`config.mk`:
```
export PLATFORM = sky130hd
export DESIGN_NAME = pl_stage_hs
export DESIGN_NICKNAME = d
export VERILOG_FILES = /design/src/rtl/pl_stage_hs.sv
export SDC_FILE = /design/constraint.sdc
export NUM_CORES = 1
export LEC_CHECK = 0
export BUFFER_PORTS_ARGS = -buffer_cell sky130_fd_sc_hd__buf_2
export CORE_MARGIN = 2
export CORE_UTILIZATION = 56
export DETAILED_ROUTE_END_ITERATION = 8
export PLACE_DENSITY_LB_ADDON = 0.12
export SLEW_MARGIN = 5
export SYNTH_ARGS = -nofsm -noshare
export SYNTH_HDL_FRONTEND = slang
export SYNTH_SLANG_ARGS = --single-unit
```
`constraint.sdc`:
```
create_clock -name clk -period 2 [get_ports clk]
set_input_delay 0.1 -clock clk [delete_from_list [all_inputs] [get_ports clk]]
set_output_delay 0.1 -clock clk [all_outputs]
set_load 0.02 [all_outputs]
```
`src/rtl/pl_stage_hs.sv`:
```
`default_nettype none
// ============================================================================
// Module   : pl_stage_hs
// Brief    : Generic pipeline stage register with valid/ready handshake.
//            SKID=1 gives a 2-entry skid buffer with a registered in_ready,
//            so there is no combinational out_ready -> in_ready path.
//            SKID=0 gives a single register with a combinational in_ready.
//            Synchronous flush clears every entry. Empty slots hold
//            BUBBLE_VAL so out_data never shows stale data.
// Revision : 1.0 - initial release
// ============================================================================
module pl_stage_hs #(
    parameter int                 DATA_W     = 160,
    parameter int                 SKID       = 1,
    parameter logic [DATA_W-1:0]  BUBBLE_VAL = '0
) (
    input  logic              clk,
    input  logic              rst_n,
    input  logic              flush,
    input  logic              in_valid,
    output logic              in_ready,
    input  logic [DATA_W-1:0] in_data,
    output logic              out_valid,
    input  logic              out_ready,
    output logic [DATA_W-1:0] out_data,
    output logic [1:0]        occupancy
);

    logic w_in_fire;
    logic w_out_fire;

    assign w_in_fire  = in_valid & in_ready;
    assign w_out_fire = out_valid & out_ready;

    generate
        if (SKID != 0) begin : g_skid
            typedef enum logic [1:0] {
                ST_EMPTY = 2'd0,
                ST_ONE   = 2'd1,
                ST_TWO   = 2'd2
            } state_t;

            state_t            r_state;
            state_t            w_state_nxt;
            logic [DATA_W-1:0] r_main;
            logic [DATA_W-1:0] r_skid;
            logic [DATA_W-1:0] w_main_nxt;
            logic [DATA_W-1:0] w_skid_nxt;
            logic              r_in_ready;

            // Next-state and next-data decode; flush overrides every transfer.
            always_comb begin
                w_state_nxt = r_state;
                w_main_nxt  = r_main;
                w_skid_nxt  = r_skid;
                if (flush) begin
                    w_state_nxt = ST_EMPTY;
                    w_main_nxt  = BUBBLE_VAL;
                    w_skid_nxt  = BUBBLE_VAL;
                end else begin
                    case (r_state)
                        ST_EMPTY: begin
                            if (w_in_fire) begin
                                w_state_nxt = ST_ONE;
                                w_main_nxt  = in_data;
                            end
                        end
                        ST_ONE: begin
                            if (w_in_fire && w_out_fire) begin
                                w_main_nxt  = in_data;
                            end else if (w_in_fire) begin
                                w_state_nxt = ST_TWO;
                                w_skid_nxt  = in_data;
                            end else if (w_out_fire) begin
                                w_state_nxt = ST_EMPTY;
                                w_main_nxt  = BUBBLE_VAL;
                            end
                        end
                        ST_TWO: begin
                            if (w_out_fire) begin
                                w_state_nxt = ST_ONE;
                                w_main_nxt  = r_skid;
                                w_skid_nxt  = BUBBLE_VAL;
                            end
                        end
                        default: begin
                            w_state_nxt = ST_EMPTY;
                            w_main_nxt  = BUBBLE_VAL;
                            w_skid_nxt  = BUBBLE_VAL;
                        end
                    endcase
                end
            end

            // State/data registers; in_ready is precomputed from the next state.
            always_ff @(posedge clk or negedge rst_n) begin
                if (!rst_n) begin
                    r_state    <= ST_EMPTY;
                    r_main     <= BUBBLE_VAL;
                    r_skid     <= BUBBLE_VAL;
                    r_in_ready <= 1'b1;
                end else begin
                    r_state    <= w_state_nxt;
                    r_main     <= w_main_nxt;
                    r_skid     <= w_skid_nxt;
                    r_in_ready <= (w_state_nxt != ST_TWO);
                end
            end

            assign in_ready  = r_in_ready;
            assign out_valid = (r_state != ST_EMPTY);
            assign out_data  = r_main;
            assign occupancy = r_state;
        end else begin : g_noskid
            logic              r_valid;
            logic [DATA_W-1:0] r_main;

            // Single-entry register: flush, then load, then drain.
            always_ff @(posedge clk or negedge rst_n) begin
                if (!rst_n) begin
                    r_valid <= 1'b0;
                    r_main  <= BUBBLE_VAL;
                end else if (flush) begin
                    r_valid <= 1'b0;
                    r_main  <= BUBBLE_VAL;
                end else if (w_in_fire) begin
                    r_valid <= 1'b1;
                    r_main  <= in_data;
                end else if (w_out_fire) begin
                    r_valid <= 1'b0;
                    r_main  <= BUBBLE_VAL;
                end
            end

            assign in_ready  = ~r_valid | out_ready;
            assign out_valid = r_valid;
            assign out_data  = r_main;
            assign occupancy = {1'b0, r_valid};
        end
    endgenerate

endmodule
`default_nettype wire
```
==> results.ini <==
[timing]
skew_ps=25.3
slew_viol_final=0
period_share_pct=96.7
max_slew_margin_pct=43.0
fmax_mhz=517
finalSetupViolCount=0
period_minus_slack_ps=1930
grt_setup_unrepaired=no
tns_ps=0
hold_violations=0
tightest_slew_ps=855

[clock_network]
insertion_delay_ps=530
path_clk_slew_ps=60
htree_levels=2
cts_tree=yes
cts_sinks=323
cts_made_buffers=37
root_buffer=clkbuf_16
cts.path.max_buffers=3

[yosys]
ys_async_sr_fraction_pct=100
synth_xor_area_share_pct=0.0545
synth.top_cell.area_share_pct=50.1
yosysUniqueCellTypes=36
synth_mux_area_share_pct=10.4
yosysSeqAreaShare_pct=50.3
synth_edf_count=0
ys_warn_count=0
synthSimpleGateAreaFrac_pct=9.52
synth_seq_cells=323
yosys-top-cells-area=dfrtp_1, a31o_2, nor3b_1
syn_area_per_cell_um2=11.7
syn-instance-count=1371
yosysTopAreaCell=dfrtp_1
synth_top_family_by_area=compound AO/OA/AOI/OAI gates
synthAdderAreaFrac_pct=0
synth_compound_area_share_pct=24.8
syn_nets=1536
ys.flop_type=dfrtp_1
synth_area_um2=16100

[finish]
fillers=1963
area_delta_synth_final_pct=32.5
final_cell_mix=buf_2, dfrtp_1, dlygate4sd3_1, nor3b_1, a31o_2
mostFrequentLayoutCell=buf_2
finalNetCount=1965
layout-drive-gt1-share_pct=36.6

[floorplan]
die_area_um2=30100
fp.dieH_um=173
rows=62
start_util_pct=56.5
die_w_um=173
coreArea_um2=28500
num_io_pins=329

[power_and_ir_drop]
finalPower_mw=17.7
p_leak_nw=9.69
peakVddDrop_mv=0.763
p_per_area_nw_per_um2=831

[routing]
wl_met3_mm=3.17
drt-wirelength-per-cell_um=21.2
num_vias=13624
met1_length_mm=20.0
routed_wl_mm=46.9
drtPass1Iterations=5
avgViaCountPerCell=6.15
antenna_left=0
routed-wl-met2_mm=22.1
drcViolationCount=0
drtIter0Drc=1018
highest_layer=met4

[place]
port_buffers=328
dp_hpwl_mm=27.0
routabilityCongestion=0.772

[setup_path]
cp_cell_sequence=a21oi_1 -> or3_1 -> and3_4 -> clkbuf_16 -> a22o_1
critPathKind=flip-flop to flip-flop
cpLargestDelayFamily=simple AND/OR/NAND/NOR gates
critical_path_buf_inv_count=1
worst_path_largest_cell_delay_ps=570
critPathLaunchType=flip-flop
cp-end-kind=flip-flop
path_max_fanout=35
crit_required_ps=2410
crit_arrival_ps=2350
slowest_stage=dfstp_2

[job]
drv_cap=0

[global_route]
grt_pass1_vias=13787
globalRouteOverflowTotal=0
grt_max_degree=81
antenna_found_initial=2
grt_pass1_wl_mm=74.9
grt_util_all_layers_pct=30.5

[min_path]
hold_class=input port to async pin

[outcome]
status=complete, no violations

-- worst register-to-register path, cell delays in order, from the launching register on --
cell and delay, ps:
dfstp_2 570, a21oi_1 100, or3_1 380, and3_4 250, clkbuf_16 250, a22o_1 270
-- power breakdown --
group	internal (mW)	total (mW)	leakage, nW	switching [mW]
combinational	1.34	3.38	4.70	2.04
clock	4.32	7.12	0.633	2.79
sequential	6.96	7.21	4.35	0.250
total	12.6	17.7	9.69	5.09
-- state kept, by name, summed over array words and instances, names as in the netlist --
signal and count:
g_skid.r_skid 160, in_ready 1, occupancy 2, out_data 160
-- worst paths after layout --
kind                       cells after the start            endpoint  slack, ps         start
hold reg to reg                                1        out_data[77]        500  out_data[77]
hold / removal                                 2   g_skid.r_skid[49]         60         rst_n
setup reg to reg                               5       out_data[127]         70      in_ready
max in group asynchronous                      4   g_skid.r_skid[69]       1120         rst_n
setup / recovery                               5       out_data[127]         70      in_ready
min in group clk                               3  g_skid.r_skid[154]        130         flush
-- cell type report --
cell class / count / area (um^2) / share of cell area [%]
diodes: 2 / 5.00 / 0.0235
inverters: 2 / 7.51 / 0.0352
flip-flops and latches: 323 / 8090 / 38.0
well taps: 384 / 480 / 2.25
clock inverters: 18 / 211 / 0.992
clock buffers: 50 / 1080 / 5.06
repair buffers: 552 / 4180 / 19.6
multi-input cells: 884 / 7260 / 34.1
-- per-stage QoR --
stage	hold WS [ps]	worst slack, ps	cells	utilization [%]	cell area (um^2)
finish	60.3	66.6	2215	74.8	21300
global route	83.0	6.03	2215	74.8	21300
CTS	65.0	3.12	2211	74.6	21200
detailed placement	16.2	73.9	1980	64.4	18300
global placement	17.8	128	1980	64.4	18300
floorplan	-196	211	1371	-	16100
-- synthesized netlist by cell type (all sizes together), types with 2 or more instances --
library cell  instances
nor3b               162
o2bb2ai             101
clkbuf               55
buf                 108
inv                   2
nor2                 61
dfrtp               322
mux2                 59
a31o                160
a22o                101
mux2i               101
a22oi                41
a21oi                61
a32oi                18
and3                  2
nor2b                 2
-- per-layer routing --
layer / global-route usage (%) / vias up
li1: - / 6169
met1: 41.6 / 6805
met2: 49.8 / 531
met3: 5.61 / 119
met4: 9.82 / 0
met5: 0 / -
-- cell families (layout without fill, tap and decap cells) --
family	count (synthesis)	count (layout)
flops	323	323
compound gates	487	488
simple gates	235	235
other cells	0	2
xor+xnor	1	1
buf+inv	165	622
mux	160	160
-- what timing repair did --
item | 4_1_cts | 5_1_grt
buffers inserted | 0 | 0
resized for setup | 0 | 5
hold buffers | 163 | 0
endpoints found under the hold margin | 584 | 0
setup endpoints to repair | 0 | 79
Note: power is estimated with default switching activity, not from simulation.
